$ cat src/rtl/lap_stopwatch_pkg.sv
`default_nettype none
// ============================================================================
// lap_stopwatch_pkg : shared types, constants and helpers for lap_stopwatch
// Revision 1.0
// ============================================================================
package lap_stopwatch_pkg;

  localparam int BCD_W = 4;
  localparam int SEG_W = 7;

  // Active-high pattern for '0', bit order {a,b,c,d,e,f,g}
  localparam logic [SEG_W-1:0] SEG_PAT_ZERO = 7'b1111110;

  typedef enum logic [1:0] {
    ST_IDLE  = 2'd0,
    ST_RUN   = 2'd1,
    ST_PAUSE = 2'd2,
    ST_LAP   = 2'd3
  } state_t;

  function automatic logic [SEG_W-1:0] bcd_to_seg(input logic [BCD_W-1:0] d);
    logic [SEG_W-1:0] s;
    case (d)
      4'd0:    s = 7'b1111110;
      4'd1:    s = 7'b0110000;
      4'd2:    s = 7'b1101101;
      4'd3:    s = 7'b1111001;
      4'd4:    s = 7'b0110011;
      4'd5:    s = 7'b1011011;
      4'd6:    s = 7'b1011111;
      4'd7:    s = 7'b1110000;
      4'd8:    s = 7'b1111111;
      4'd9:    s = 7'b1111011;
      default: s = 7'b0000000;
    endcase
    return s;
  endfunction

  function automatic int clog2(input longint unsigned v);
    int              r;
    longint unsigned x;
    r = 0;
    x = 1;
    while (x < v) begin
      x = x << 1;
      r = r + 1;
    end
    return (r < 1) ? 1 : r;
  endfunction

endpackage
`default_nettype wire

$ cat src/rtl/lap_stopwatch_bcd_digit.sv
`default_nettype none
// ============================================================================
// bcd_digit : one registered up/down BCD digit with carry/borrow chaining
// Revision 1.0
// ============================================================================
module bcd_digit
  import lap_stopwatch_pkg::*;
(
  input  logic             clk_i,
  input  logic             rst_ni,
  input  logic             clr_i,
  input  logic             en_i,
  input  logic             up_i,
  input  logic             cin_i,
  output logic [BCD_W-1:0] digit_o,
  output logic             cout_o
);

  logic [BCD_W-1:0] digit_q, digit_d;
  logic             w_at_limit;

  assign w_at_limit = up_i ? (digit_q == 4'd9) : (digit_q == 4'd0);
  assign cout_o     = cin_i & w_at_limit;
  assign digit_o    = digit_q;

  always_comb begin
    digit_d = digit_q;
    if (clr_i) begin
      digit_d = '0;
    end else if (en_i && cin_i) begin
      if (w_at_limit) digit_d = up_i ? 4'd0 : 4'd9;
      else            digit_d = up_i ? digit_q + 4'd1 : digit_q - 4'd1;
    end
  end

  always_ff @(posedge clk_i) begin
    if (!rst_ni) digit_q <= '0;
    else         digit_q <= digit_d;
  end

endmodule
`default_nettype wire

$ cat src/rtl/lap_stopwatch.sv
`default_nettype none
// ============================================================================
// lap_stopwatch : N-digit BCD up/down stopwatch with lap freeze, prescaler or
//                 external step, and registered 7-segment output
// Revision 1.0
// ============================================================================
module lap_stopwatch
  import lap_stopwatch_pkg::*;
#(
  parameter int N_DIGITS   = 4,
  parameter int BASE_DIV   = 50000,
  parameter int SPEED_W    = 5,
  parameter bit SEG_ACT_LO = 1'b1
) (
  input  logic                      clk_i,
  input  logic                      rst_ni,
  input  logic                      start_stop_i,
  input  logic                      lap_i,
  input  logic                      clear_i,
  input  logic                      dir_i,
  input  logic                      clk_sel_i,
  input  logic                      step_i,
  input  logic [SPEED_W-1:0]        speed_i,
  output logic [BCD_W*N_DIGITS-1:0] digits_o,
  output logic [SEG_W*N_DIGITS-1:0] seg_o,
  output logic [1:0]                state_o,
  output logic                      running_o,
  output logic                      tick_o,
  output logic                      wrap_o,
  output logic                      done_o
);

  localparam int CNT_W   = BCD_W * N_DIGITS;
  localparam int SEGS_W  = SEG_W * N_DIGITS;
  localparam int PRESC_W = clog2(longint'(BASE_DIV) * (longint'(1) << SPEED_W) + 1);
  localparam logic [SEG_W-1:0] SEG_ZERO = SEG_ACT_LO ? ~SEG_PAT_ZERO : SEG_PAT_ZERO;

  state_t             state_q, state_d;
  logic               running_q;
  logic               frozen_q, frozen_d;
  logic [CNT_W-1:0]   lap_q, lap_d;
  logic [PRESC_W-1:0] presc_q, presc_d;
  logic [PRESC_W-1:0] period_q, period_d;
  logic               clk_sel_q;
  logic               pending_q;
  logic               tick_q, wrap_q, done_q;
  logic [SEGS_W-1:0]  seg_q;

  logic [CNT_W-1:0]   w_count;
  logic [N_DIGITS:0]  w_carry;
  logic               w_count_zero, w_count_one;
  logic               w_presc_term, w_tick, w_apply, w_wrap, w_done;
  logic [CNT_W-1:0]   w_disp;
  logic [SEGS_W-1:0]  w_seg;

  assign w_carry[0] = 1'b1;
  assign w_disp     = frozen_q ? lap_q : w_count;

  for (genvar gi = 0; gi < N_DIGITS; gi++) begin : g_digit
    logic [SEG_W-1:0] w_pat;

    bcd_digit u_digit (
      .clk_i   (clk_i),
      .rst_ni  (rst_ni),
      .clr_i   (clear_i),
      .en_i    (w_apply),
      .up_i    (~dir_i),
      .cin_i   (w_carry[gi]),
      .digit_o (w_count[gi*BCD_W +: BCD_W]),
      .cout_o  (w_carry[gi+1])
    );

    assign w_pat                    = bcd_to_seg(w_disp[gi*BCD_W +: BCD_W]);
    assign w_seg[gi*SEG_W +: SEG_W] = SEG_ACT_LO ? ~w_pat : w_pat;
  end

  assign w_count_zero = (w_count == '0);
  assign w_count_one  = (w_count == CNT_W'(1));

  // A freshly changed ClkSel never produces an internal tick in the same cycle
  assign w_presc_term = ~clk_sel_i && (clk_sel_i == clk_sel_q) &&
                        (presc_q == period_q - PRESC_W'(1));
  assign w_tick  = running_q && (clk_sel_i ? step_i : w_presc_term);
  assign w_apply = pending_q && ~clear_i && ~(dir_i && w_count_zero);
  assign w_wrap  = w_apply && ~dir_i && w_carry[N_DIGITS];
  assign w_done  = w_apply && dir_i && w_count_one;

  always_comb begin
    presc_d  = presc_q;
    period_d = period_q;
    if (clear_i || clk_sel_i || (clk_sel_i != clk_sel_q)) presc_d = '0;
    else if (running_q) presc_d = w_presc_term ? '0 : presc_q + PRESC_W'(1);
    if (!running_q || clk_sel_i || w_presc_term)
      period_d = PRESC_W'(BASE_DIV) * (PRESC_W'(speed_i) + PRESC_W'(1));
  end

  // Clear beats a completing countdown, which beats StartStop, which beats Lap
  always_comb begin
    state_d  = state_q;
    frozen_d = frozen_q;
    lap_d    = lap_q;
    if (clear_i) begin
      state_d  = ST_IDLE;
      frozen_d = 1'b0;
      lap_d    = '0;
    end else if (w_done) begin
      state_d = ST_PAUSE;
    end else if (start_stop_i) begin
      case (state_q)
        ST_IDLE, ST_PAUSE: state_d = ST_RUN;
        default:           state_d = ST_PAUSE;
      endcase
    end else if (lap_i) begin
      case (state_q)
        ST_RUN: begin
          state_d  = ST_LAP;
          frozen_d = 1'b1;
          lap_d    = w_count;
        end
        ST_LAP: begin
          state_d  = ST_RUN;
          frozen_d = 1'b0;
        end
        ST_PAUSE: frozen_d = 1'b0;
        default:  ;
      endcase
    end
  end

  always_ff @(posedge clk_i) begin
    if (!rst_ni) begin
      state_q   <= ST_IDLE;
      running_q <= 1'b0;
      frozen_q  <= 1'b0;
      lap_q     <= '0;
      presc_q   <= '0;
      period_q  <= PRESC_W'(BASE_DIV);
      clk_sel_q <= 1'b0;
      pending_q <= 1'b0;
      tick_q    <= 1'b0;
      wrap_q    <= 1'b0;
      done_q    <= 1'b0;
      seg_q     <= {N_DIGITS{SEG_ZERO}};
    end else begin
      state_q   <= state_d;
      running_q <= (state_d == ST_RUN) || (state_d == ST_LAP);
      frozen_q  <= frozen_d;
      lap_q     <= lap_d;
      presc_q   <= presc_d;
      period_q  <= period_d;
      clk_sel_q <= clk_sel_i;
      pending_q <= w_tick & ~clear_i;
      tick_q    <= w_apply;
      wrap_q    <= w_wrap;
      done_q    <= w_done;
      seg_q     <= w_seg;
    end
  end

  assign digits_o  = w_count;
  assign seg_o     = seg_q;
  assign state_o   = state_q;
  assign running_o = running_q;
  assign tick_o    = tick_q;
  assign wrap_o    = wrap_q;
  assign done_o    = done_q;

endmodule
`default_nettype wire

$ cat config.mk
export PLATFORM = sky130hd
export DESIGN_NAME = lap_stopwatch
export DESIGN_NICKNAME = d
export VERILOG_FILES = /design/src/rtl/lap_stopwatch_pkg.sv /design/src/rtl/lap_stopwatch_bcd_digit.sv /design/src/rtl/lap_stopwatch.sv
export SDC_FILE = /design/constraint.sdc
export NUM_CORES = 1
export LEC_CHECK = 0
export BUFFER_PORTS_ARGS = -buffer_cell sky130_fd_sc_hd__buf_2
export CAP_MARGIN = 25
export CORE_ASPECT_RATIO = 0.5
export CORE_MARGIN = 2
export CORE_UTILIZATION = 35
export DETAILED_ROUTE_END_ITERATION = 12
export PLACE_DENSITY = 0.53
export REMOVE_ABC_BUFFERS = 1
export SLEW_MARGIN = 20
export SYNTH_ARGS = -nofsm -noshare
export SYNTH_HDL_FRONTEND = slang
export SYNTH_SLANG_ARGS = --single-unit
$ cat constraint.sdc
create_clock -name clk_i -period 5.4 [get_ports clk_i]
set_clock_uncertainty 0.15 [all_clocks]
set_input_delay 0.27 -clock clk_i [delete_from_list [all_inputs] [get_ports clk_i]]
set_output_delay 0.27 -clock clk_i [all_outputs]
set_load 0.05 [all_outputs]
# Word-level counts from Yosys, hierarchy flattened
# Memory sizes are Yosys's and may differ from the RTL's.
# Cells that the tools add are included.
# Widths: inputs -> output; s select.
# totals
memories	4
in_bits	13
elab_cells	115
reg_bits	107
out_inout_bits	50
rom_bits	448
# mem_list
name	depth	width	rd	rd_clocked_by_memory_dff	write_ports	line_no	source
(name not given)	16	7	1	0	0	lap_stopwatch_pkg.sv:23	case (d)
(name not given)	16	7	1	0	0	lap_stopwatch_pkg.sv:23	
(name not given)	16	7	1	0	0	lap_stopwatch_pkg.sv:23	
(name not given)	16	7	1	0	0	lap_stopwatch_pkg.sv:23	
# op_classes
n_eq_ne	13
muxes	23
reduce_logical	32
n_mul	1
bitwise	15
addsub	11
# ops
operator	count
$mux 4	9
$not 7->7	4
$add 21x1->21 const B	1
$eq 21x21->1	1
$mux 21	1
$sub 21x1->21 const B	1
$mul 12x6->17 const A	1
$add 4x1->4 const B	4
$eq 16x1->1 const B	1
$eq 4x4->1 const B	4
$logic_not 16->1	1
$logic_not 4->1	4
$mux 16	1
$sub 4x1->4 const B	4
$logic_and 1x1->1	13
$mux 2	5
$reduce_and 4->1	2
$reduce_or 2->1	4
$not 1->1	7
$add 5x1->6 const B	1
$eq 2x2->1 const B	3
$logic_or 1x1->1	5
$mux 1	5
$and 1x1->1	4
8 further kinds	9

# Longest topological paths before layout
# Gate-level depths: netlist of run 1.
# logic_depth
word_depth	10
mapped_depth	17
depth_no_buf	17

# By module
# A second synthesis of run 1 with hierarchy kept.
# hier_totals
cells_unflattened	829
area_unflattened_um2	7154.4
# modules_own_cells
module	seq_area_each_um2	instances	cells_per_inst	area_each_um2
lap_stopwatch	1801.7	1	689	5968.2
bcd_digit	80.1	4	35	296.5

# Worst setup path after synthesis of run 1
# OpenSTA, ideal clock, no wires.
# synth_timing
kind	input to register
startpoint	input speed_i[2]
endpoint	register period_q[20]
t_arrival_ns	3.574
path_slack_ns	1.551
required_time_ns	5.125
cell_stages	14
n_path_buf	0
setup_ns	0.125
path_cell_list	nand3_1 xnor2_1 ha_1 ha_1 fa_1 inv_1 fa_1 nor2b_1 o31ai_1 a21o_1 a21boi_0 o21ai_0 a211oi_1 mux2i_1
# synth_between
elab_chain_len	2
# synth_rtl
element	line_no	source
start: declaration	lap_stopwatch.sv:23	input logic [SPEED_W-1:0] speed_i,
$add 5x1->6	lap_stopwatch.sv:94	period_d = PRESC_W'(BASE_DIV) * (PRESC_W'(speed_i) + PRESC_W'(1));
$mul 12x6->17	lap_stopwatch.sv:94	
end signal: assignment	lap_stopwatch.sv:137	period_q <= PRESC_W'(BASE_DIV);
end signal: assignment	lap_stopwatch.sv:150	period_q <= period_d;
end: declaration	lap_stopwatch.sv:43	logic [PRESC_W-1:0] period_q, period_d;
# Every way passes these cells.
# A chain may end at the register's enable or synchronous reset.

# Final worst setup path of run 1
# layout_timing
startpoint	input speed_i[0]
endpoint	register period_q[20]
# The elaborated chain is that of the path after synthesis.

==> run_results.csv, run 1 <==
group,metric,value,unit
status,outcome,"finished clean",
setup_path,ff2ff_path_depth,8,
cts,cts_sinks,106,
hold_path,min_path_type,"input port to register",
power_and_ir_drop,p_sw,643,µW
placed_design,io_buffers,62,
grt,grt_pass1_wl,28.2,mm
sta,fin_crit_sh,77.8,%
synth,yosysTopAreaCell,"dfxtp_1",
setup_path,worst_ep_required_time,5.49,ns
setup_path,endpoint_kind,"register",
synth,synthFlopType,"dfxtp_1",
drt,drt_iter0_markers,324,
grt,grt_usage,15.9,%
drt,wl,16.5,mm
drt,drt-pass1-iter-count,5,
placed_design,finalWeightedCongestion,0.840,
synth,syn_area_per_cell,8.42,µm²
power_and_ir_drop,netSwitchingFraction,32.3,%
finish,multi_input_area,4680,µm²
cts,clk_pin_slew,0.07,ns
grt,antenna_found_initial,0,
cts,cts_resized,0,
placed_design,hpwl,12.2,mm
finish,layout_common_cells,"dfxtp_1 (106), nor2_1 (94), nand2_1 (87), ha_1 (72), buf_2 (62)",
finish,mostFrequentLayoutCell,"dfxtp_1",
setup_path,cp.arrival,4.29,ns
sta,period_needed,4.20,ns
cts,cts_tree,"built",
finish,final_util,40.3,%
sta,setup_slack,1.20,ns
finish,nets,982,
setup_path,setup.worst_path.class,"input port to register",
cts,clk_latency,0.36,ns
finish,drive_gt1_share,12.1,%
sta,fmax,238,MHz
setup_path,start_kind,"input port",
synth,synth_seq_cells,106,
synth,synth_area_leaders,"dfxtp_1 (30%), ha_1 (13%), mux2i_1 (7.3%), nor2_1 (4.9%), nand2_1 (4.6%)",
floorplanning,start_util,36.2,%
hold_path,hold-path-cell-count,3,
synth,yosysWarnings,0,
floorplanning,core_area,19700,µm²
grt,grt_start_max_net_pins,38,
placed_design,dpl_cell_area,7660,µm²
drt,drc,0,
run,cap_violations,0,
floorplanning,die_w,206,µm
synth,syn_inst,849,
finish,area_growth,11.3,%
drt,routed_wire_length_per_instance,14.2,µm
grt,first_global_vias,5746,
finish,antenna_cells,0,
power_and_ir_drop,power_density,250,nW/µm²
floorplanning,pin_count,63,
grt,grt-ovfl-total,0,
power_and_ir_drop,p_int,1.35,mW
power_and_ir_drop,p_comb_share,22.7,%
finish,postLayoutCellArea,7960,µm²
cts,cts-root-buf,"clkbuf_16",
sta,final_hold_viol_count,0,
sta,worst_pin_slew,1.02,ns
sta,fin_setup_tns,0,ns
cts,cts_max_path_buffers,2,
synth,seq_area_frac_synth,29.7,%
synth,synth-edff-count,0,
drt,antenna_left,0,
floorplanning,num_rows,36,
synth,yosysTopAreaCellShare,29.7,%
placed_design,post-place-ws,0.902,ns
cts,postCtsSetupBuffers,0,
cts,htreeDepth,3,
cts,cts_buffers,9,
setup_path,cp_max_fo,6,
power_and_ir_drop,ir_worst_vdd,0.153,mV
power_and_ir_drop,power.total,1.99,mW
sta,drv_slew,0,
sta,slew_headroom,32.1,%
drt,vias_per_cell,5.12,
synth,netlist_area,7150,µm²
synth,async_flop_share,0,%
finish,seq_area,2120,µm²
finish,nFillCells,2008,
power_and_ir_drop,p_seq_share,43.9,%
power_and_ir_drop,pwr-share-clk,33.4,%
cts,hold_buffers,0,
floorplanning,fp.dieH,105,µm
sta,rsz0062_at_grt,"false",
drt,vias,5934,
floorplanning,fp.dieArea,21700,µm²
synth,synthDistinctLibCells,70,
power_and_ir_drop,leakage,3.37,nW
sta,setup_viol,0,
registers in the layout, indices dropped and copies added, names as in the netlist:
register                 count
tick_o                       1
done_o                       1
lap_q                       16
g_digit.u_digit.digit_o     16
pending_q                    1
clk_sel_q                    1
presc_q                     21
wrap_o                       1
state_o                      2
period_q                    17
seg_o                       28
frozen_q                     1
final timing paths:
check | end | slack, ns | from
max reg2reg | presc_q[13] | 1.51 | period_q[4]
min reg2reg | period_q[20] | 0.35 | period_q[20]
max | period_q[20] | 1.20 | speed_i[0]
min | pending_q | 0.08 | step_i
final cells by class:
class	instances	share of cell area, %
Clock buffer	10	3.00
Clock inverter	6	0.708
Inverter	48	2.26
Multi-Input combinational cell	658	58.9
Sequential cell	106	26.7
Tap cell	266	4.18
Timing Repair Buffer	66	4.28
power by group through the flow:
| stage | logic (mW) | registers, mW | clock network (mW) |
|---|---|---|---|
| 2_1_floorplan | 0.345 | 0.878 | 0 |
| 3_3_place_gp | 0.445 | 0.891 | 0 |
| 3_5_place_dp | 0.450 | 0.892 | 0 |
| 4_1_cts | 0.454 | 0.873 | 0.687 |
| 5_1_grt | 0.525 | 0.879 | 0.717 |
| 6_report | 0.452 | 0.873 | 0.665 |
synthesized netlist by cell type (all sizes together) (3+ instances only):
| library cell | instances |
|---|---|
| clkbuf | 28 |
| and2 | 5 |
| mux2 | 11 |
| o22ai | 5 |
| o41ai | 3 |
| xnor2 | 31 |
| fa | 8 |
| a21boi | 3 |
| dfxtp | 106 |
| nand4 | 12 |
| nor3 | 39 |
| or2 | 6 |
| nor4b | 5 |
| inv | 46 |
| nor2b | 6 |
| buf | 9 |
| mux2i | 52 |
| nor2 | 94 |
| a221oi | 6 |
| or3 | 3 |
| a211oi | 4 |
| and3 | 5 |
| a21o | 11 |
| nand2b | 4 |
| o211ai | 6 |
| o21ai | 31 |
| ha | 72 |
| and4 | 3 |
| o21a | 8 |
| o31ai | 3 |
| a21oi | 42 |
| nand2 | 87 |
| nor4 | 10 |
| xor2 | 29 |
| nand3 | 23 |
critical path, cell delays in order:
cell      delay, ns
buf_2          0.15
nand3_1        0.12
xnor2_1        0.43
ha_1           0.35
ha_1           0.32
fa_1           0.58
inv_1          0.07
fa_1           0.45
nor2b_1        0.19
o31ai_1        0.13
a21o_1         0.19
a21boi_0       0.46
o21ai_0        0.25
a211oi_1       0.25
mux2i_1        0.09
layer usage:
metal	vias up	GRT usage, %	routed length, µm
li1	3047	-	-
met1	2773	21.4	8090
met2	96	26.1	7510
met3	18	2.81	649
met4	0	4.39	262
met5	-	0	0
cell families after synthesis:
kind of cell / Yosys count / share of synthesized area [%]
XOR/XNOR: 60 / 7.35
flip-flops: 106 / 29.7
buffers and inverters: 85 / 4.80
adder cells (fa/ha/maj): 80 / 14.8
AND/OR/NAND/NOR: 311 / 20.7
multiplexers: 63 / 9.01
AO/OA/AOI/OAI: 144 / 13.7
metrics by stage:
stage                     instances  hold slack (ns)
after global routing           1160           0.0885
after CTS                      1160           0.0672
final                          1160           0.0821
after floorplan                 812            0.182
after global placement         1144            0.322
after detailed placement       1144            0.334
Power figures use the tool's default switching activity.
==> run 2: changes to the inputs <==
PLACE_DENSITY = 0.54   (was 0.53)
clock period = 3.6 ns   (was 5.4 ns; I/O delays follow)
==> run 2 against run 1 <==
Critical endpoint is now period_q[18]. Via count increased by 2.3%. Clock power is 42% higher. Hold slack got worse by 0.065 ns. Sequential cell count unchanged. First-iteration DRC count decreased by 3.7%. Sequential share of layout area is 1.2 points lower. Cell count is 4.1% higher. Worst setup slack got worse by 1.1 ns. Design area increased by 4.9%.
==> run_results.csv, run 2 (synthesis gave the netlist of run 1 again) <==
group,metric,value,unit
status,outcome,"finished clean",
grt,grt_pass1_wl,28.6,mm
cts,cts_max_path_buffers,2,
drt,antenna_left,0,
placed_design,dpl_cell_area,7950,µm²
floorplanning,fp.dieArea,21700,µm²
setup_path,slowest_stage,"fa_1",
sta,worst_pin_slew,0.830,ns
setup_path,worstSetupStartpoint,"speed_i[1]",
setup_path,crit_chain,"buf_2 -> nand3_2 -> xnor2_2 -> buf_4 -> ha_1 -> xnor2_1 -> ha_1 -> inv_1 -> fa_1 -> inv_1 -> ha_1 -> nor2b_2 -> o31ai_2 -> a21o_1 -> a21boi_2 -> buf_4 -> o31a_1 -> o211ai_1 -> mux2i_1",
floorplanning,pin_count,63,
drt,drt_iter0_markers,312,
setup_path,endpoint_kind,"register",
finish,nFillCells,1971,
finish,mostFrequentLayoutCell,"dfxtp_1",
hold_path,hold-path-cell-count,3,
setup_path,r2r-end,"period_q[18]",
cts,clk_pin_slew,0.07,ns
finish,drive_gt1_share,16.9,%
floorplanning,die_w,206,µm
setup_path,rrSetupSlack,0.20,ns
setup_path,path_buf_inv,5,
finish,largest_reg_flops,28,
hold_path,hp-start,"clk_sel_i",
power_and_ir_drop,ir_worst_vdd,0.201,mV
floorplanning,fp.dieH,105,µm
grt,antenna_found_initial,0,
floorplanning,start_util,36.2,%
grt,grt_start_max_net_pins,38,
grt,grt_usage,16.1,%
drt,vias_per_cell,5.03,
sta,fmax,287,MHz
drt,routed_wire_length_per_instance,14.0,µm
drt,vias,6072,
finish,area_growth,16.7,%
sta,setup_viol,0,
placed_design,io_buffers,62,
grt,grt-ovfl-total,0,
cts,cts_buffers,9,
cts,cts_tree,"built",
setup_path,critPathMostFrequentCell,"ha_1",
drt,drt-pass1-iter-count,5,
finish,layout_common_cells,"dfxtp_1 (106), nor2_1 (93), nand2_1 (87), ha_1 (72), buf_2 (62)",
cts,cts-root-buf,"clkbuf_16",
setup_path,setup.worst_path.class,"input port to register",
floorplanning,num_rows,36,
sta,final_hold_viol_count,0,
setup_path,cp_max_fo,4,
setup_path,worst_ep_required_time,3.69,ns
setup_path,r2r_start,"period_q[4]",
sta,slew_headroom,44.2,%
finish,postLayoutCellArea,8340,µm²
sta,period_needed,3.48,ns
floorplanning,core_area,19700,µm²
setup_path,cp_slowest_stage_delay,0.49,ns
placed_design,hpwl,12.5,mm
placed_design,finalWeightedCongestion,0.840,
drt,drc,0,
sta,drv_slew,0,
setup_path,ff2ff_path_depth,10,
power_and_ir_drop,leakage,3.61,nW
finish,antenna_cells,0,
cts,htreeDepth,3,
hold_path,min_path_type,"input port to register",
power_and_ir_drop,power_density,364,nW/µm²
run,cap_violations,0,
hold_path,whs_endpoint,"clk_sel_q",
finish,nets,1030,
finish,final_util,42.3,%
grt,first_global_vias,5677,
drt,wl,16.9,mm
setup_path,crit_family,"adder cells",
cts,clk_latency,0.35,ns
cts,cts_sinks,106,
sta,fin_crit_sh,96.7,%
setup_path,start_kind,"input port",
setup_path,cp.arrival,3.57,ns
sta,rsz0062_at_grt,"true",
-- run 2: worst min-delay path, cell delays in order --
cell and delay [ns]:
buf_2 0.14, inv_1 0.10, nor2_1 0.05
-- run 2: repair_timing --
item,CTS,global route
pin swaps,0,4
buffers inserted,0,7
endpoints found under the hold margin,2,0
endpoints found under the setup margin,2,9
resized for setup,1,6
hold buffers,3,0
-- run 2: stage by stage --
stage	setup slack (ns)	setup TNS, ns	total power, mW	cells	hold slack, ns
after floorplan	-0.190	-0.279	1.84	812	0.0919
after detailed placement	-0.425	-1.52	2.10	1182	0.330
after global routing	-0.0646	-0.0646	3.24	1208	0.0312
after CTS	0.0429	0	3.06	1201	0.00589
final	0.120	0	3.04	1208	0.0176
after global placement	-0.298	-0.866	2.10	1182	0.322
-- run 2: worst max path at each step --
stage	endpoint	cells after the start
floorplan	period_q[20]	14
global placement	period_q[20]	15
detailed placement	period_q[20]	15
CTS	period_q[18]	19
global route	period_q[18]	19
finish	period_q[18]	19
-- run 2: layer usage --
layer	part of all wire (%)	global-route usage (%)
met5	0	0
met4	0.76	3.37
met3	2.8	2.96
met2	46	26.3
met1	50	22.1
-- run 2: final cells by class --
type	count	area [µm²]	area share (%)
Clock inverter	7	52.6	0.630
Multi-Input combinational cell	658	4710	56.5
Timing Repair Buffer	114	721	8.64
Sequential cell	106	2120	25.4
Clock buffer	9	225	2.70
Tap cell	266	333	3.99
Inverter	48	180	2.16
-- run 2: where the power goes --
part,leakage [nW],internal (mW),switching (mW)
combinational,2.61,0.377,0.418
clock,0.141,0.476,0.471
sequential,0.859,1.22,0.0778
==> run 3: changes to the inputs <==
CORE_UTILIZATION = 25   (was 35)
PLACE_DENSITY = 0.42   (was 0.54)
==> run 3 against run 2 <==
Fmax is 3.1% higher. Largest cell class unchanged. Sequential share of layout area is 0.45 points lower. Utilization is 12 points lower. Global-route usage is 3.5 points lower. Register-to-register slack better by 0.10 ns.
==> run_results.csv, run 3 (synthesis gave the netlist of run 1 again) <==
group,metric,value,unit
sta,drv_slew,0,
sta,fmax,296,MHz
grt,antenna_found_initial,0,
setup_path,endpoint_kind,"register",
sta,hold_ws,0.00806,ns
drt,top_layer,"met4",
drt,wl,18.3,mm
finish,area_growth,18.8,%
sta,slew_headroom,40.7,%
finish,layout_common_cells,"dfxtp_1 (106), nor2_1 (93), nand2_1 (87), ha_1 (72), buf_2 (62)",
sta,period_needed,3.37,ns
finish,final_util,30.4,%
placed_design,finalWeightedCongestion,0.847,
drt,drt_iter0_markers,340,
finish,antenna_cells,0,
grt,grt-ovfl-total,0,
setup_path,cp.arrival,3.46,ns
sta,setup_viol,0,
power_and_ir_drop,power_density,366,nW/µm²
cts,cts_max_path_buffers,2,
placed_design,io_buffers,62,
finish,nets,1026,
run,cap_violations,0,
grt,grt_usage,12.6,%
status,outcome,"finished clean",
cts,cts_sinks,106,
hold_path,min_path_type,"input port to register",
drt,vias_per_cell,4.64,
finish,largest_reg_flops,28,
sta,worst_pin_slew,0.882,ns
drt,drc,0,
finish,final_cell_count_no_fill,1320,
placed_design,place_inst,1298,
grt,grt_start_max_net_pins,38,
finish,mostFrequentLayoutCell,"dfxtp_1",
drt,route.met3.wl,445,µm
power_and_ir_drop,ir_worst_vdd,0.165,mV
drt,drt-pass1-iter-count,4,
setup_path,crit_chain,"buf_2 -> nand3_2 -> xnor2_2 -> ha_1 -> ha_1 -> fa_1 -> inv_1 -> fa_1 -> nor2b_2 -> o31ai_4 -> a21o_1 -> a21boi_2 -> o21ai_0 -> a211oi_1 -> mux2i_1",
floorplanning,core_area,27900,µm²
sta,fin_crit_sh,93.7,%
setup_path,worst_ep_required_time,3.68,ns
cts,htreeDepth,3,
cts,cts_tree,"built",
finish,postLayoutCellArea,8490,µm²
drt,wl_met2,8.67,mm
cts,clk_latency,0.36,ns
setup_path,cp_max_fo,3,
drt,routed_wire_length_per_instance,13.8,µm
floorplanning,die_w,243,µm
floorplanning,pin_count,63,
grt,grt_pass1_wl,30.6,mm
sta,rsz0062_at_grt,"false",
cts,cts_buffers,9,
placed_design,hpwl,13.8,mm
power_and_ir_drop,leakage,3.59,nW
floorplanning,fp.dieArea,30000,µm²
placed_design,dpl_cell_area,8100,µm²
setup_path,setup.worst_path.class,"input port to register",
setup_path,cp_slowest_stage_delay,0.56,ns
drt,met1_length,9.03,mm
floorplanning,start_util,25.6,%
cts,clk_pin_slew,0.08,ns
cts,cts-root-buf,"clkbuf_16",
drt,vias,6128,
floorplanning,num_rows,43,
sta,final_hold_viol_count,0,
floorplanning,fp.dieH,124,µm
finish,drive_gt1_share,16.4,%
grt,first_global_vias,5921,
setup_path,start_kind,"input port",
drt,antenna_left,0,
setup_path,slowest_stage,"fa_1",
run 3: changes by cell type in the layout (fill, tap and decap cells not counted):
cell,delta
inv_8,-1
clkinv_4,-2
o31ai_4,+1
clkinv_2,-2
bufinv_16,+1
inv_6,+1
o31ai_2,-1
dlygate4sd3_1,+1
clkinvlp_4,+3
buf_4,-5
run 3: routing by layer:
| metal | up-vias | global-route usage (%) |
|---|---|---|
| li1 | 3140 | - |
| met1 | 2937 | 16.3 |
| met4 | 0 | 3.14 |
| met3 | 8 | 2.39 |
| met2 | 43 | 21.9 |
| met5 | - | 0 |
run 3: per-stage QoR:
stage          setup TNS (ns)  power (mW)  worst slack, ns
6_report                    0        3.11            0.225
5_1_grt                     0        3.32          0.00263
4_1_cts                     0        3.15           0.0104
3_5_place_dp            -1.52        2.10           -0.444
3_3_place_gp            -1.10        2.10           -0.333
2_1_floorplan          -0.279        1.84           -0.190
run 3: where the power goes:
part / internal [mW] / leakage, nW / total, mW / switching (mW)
combinational: 0.363 / 2.59 / 0.786 / 0.423
sequential: 1.22 / 0.859 / 1.30 / 0.0824
clock: 0.544 / 0.138 / 1.02 / 0.475
total: 2.13 / 3.59 / 3.11 / 0.980
run 3: worst max-delay path, delay by kind of cell:
family	cells	cell delay, ns
fa+ha+maj	4	1.61
compound gates	5	0.86
simple gates	2	0.31
xor+xnor	1	0.22
buf+inv	2	0.17
mux	1	0.10
run 3: layout make-up:
| type | count | area, µm² |
|---|---|---|
| multi-input combinational | 658 | 4720 |
| tap | 382 | 478 |
| timing repair buffer | 110 | 693 |
| sequential | 106 | 2120 |
| clock buffer | 9 | 225 |
| clock inverter | 7 | 75.1 |
| fill | 2971 | 19400 |
| inverter | 48 | 180 |
run 3: final timing paths:
path                start            to  slack (ns)  cells after the start
max reg2reg   period_q[4]  period_q[20]        0.30                     10
min reg2reg    presc_q[1]    presc_q[1]        0.34                      2
max            speed_i[1]  period_q[20]        0.23                     15
min          start_stop_i    state_o[1]       0.008                      4
run 3: repair_timing:
item	in CTS	in global routing
hold endpoints to repair	3	0
gates resized for setup	1	7
setup endpoints to repair	2	3
hold buffers	4	0
buffers inserted	0	2
pin swaps	0	2
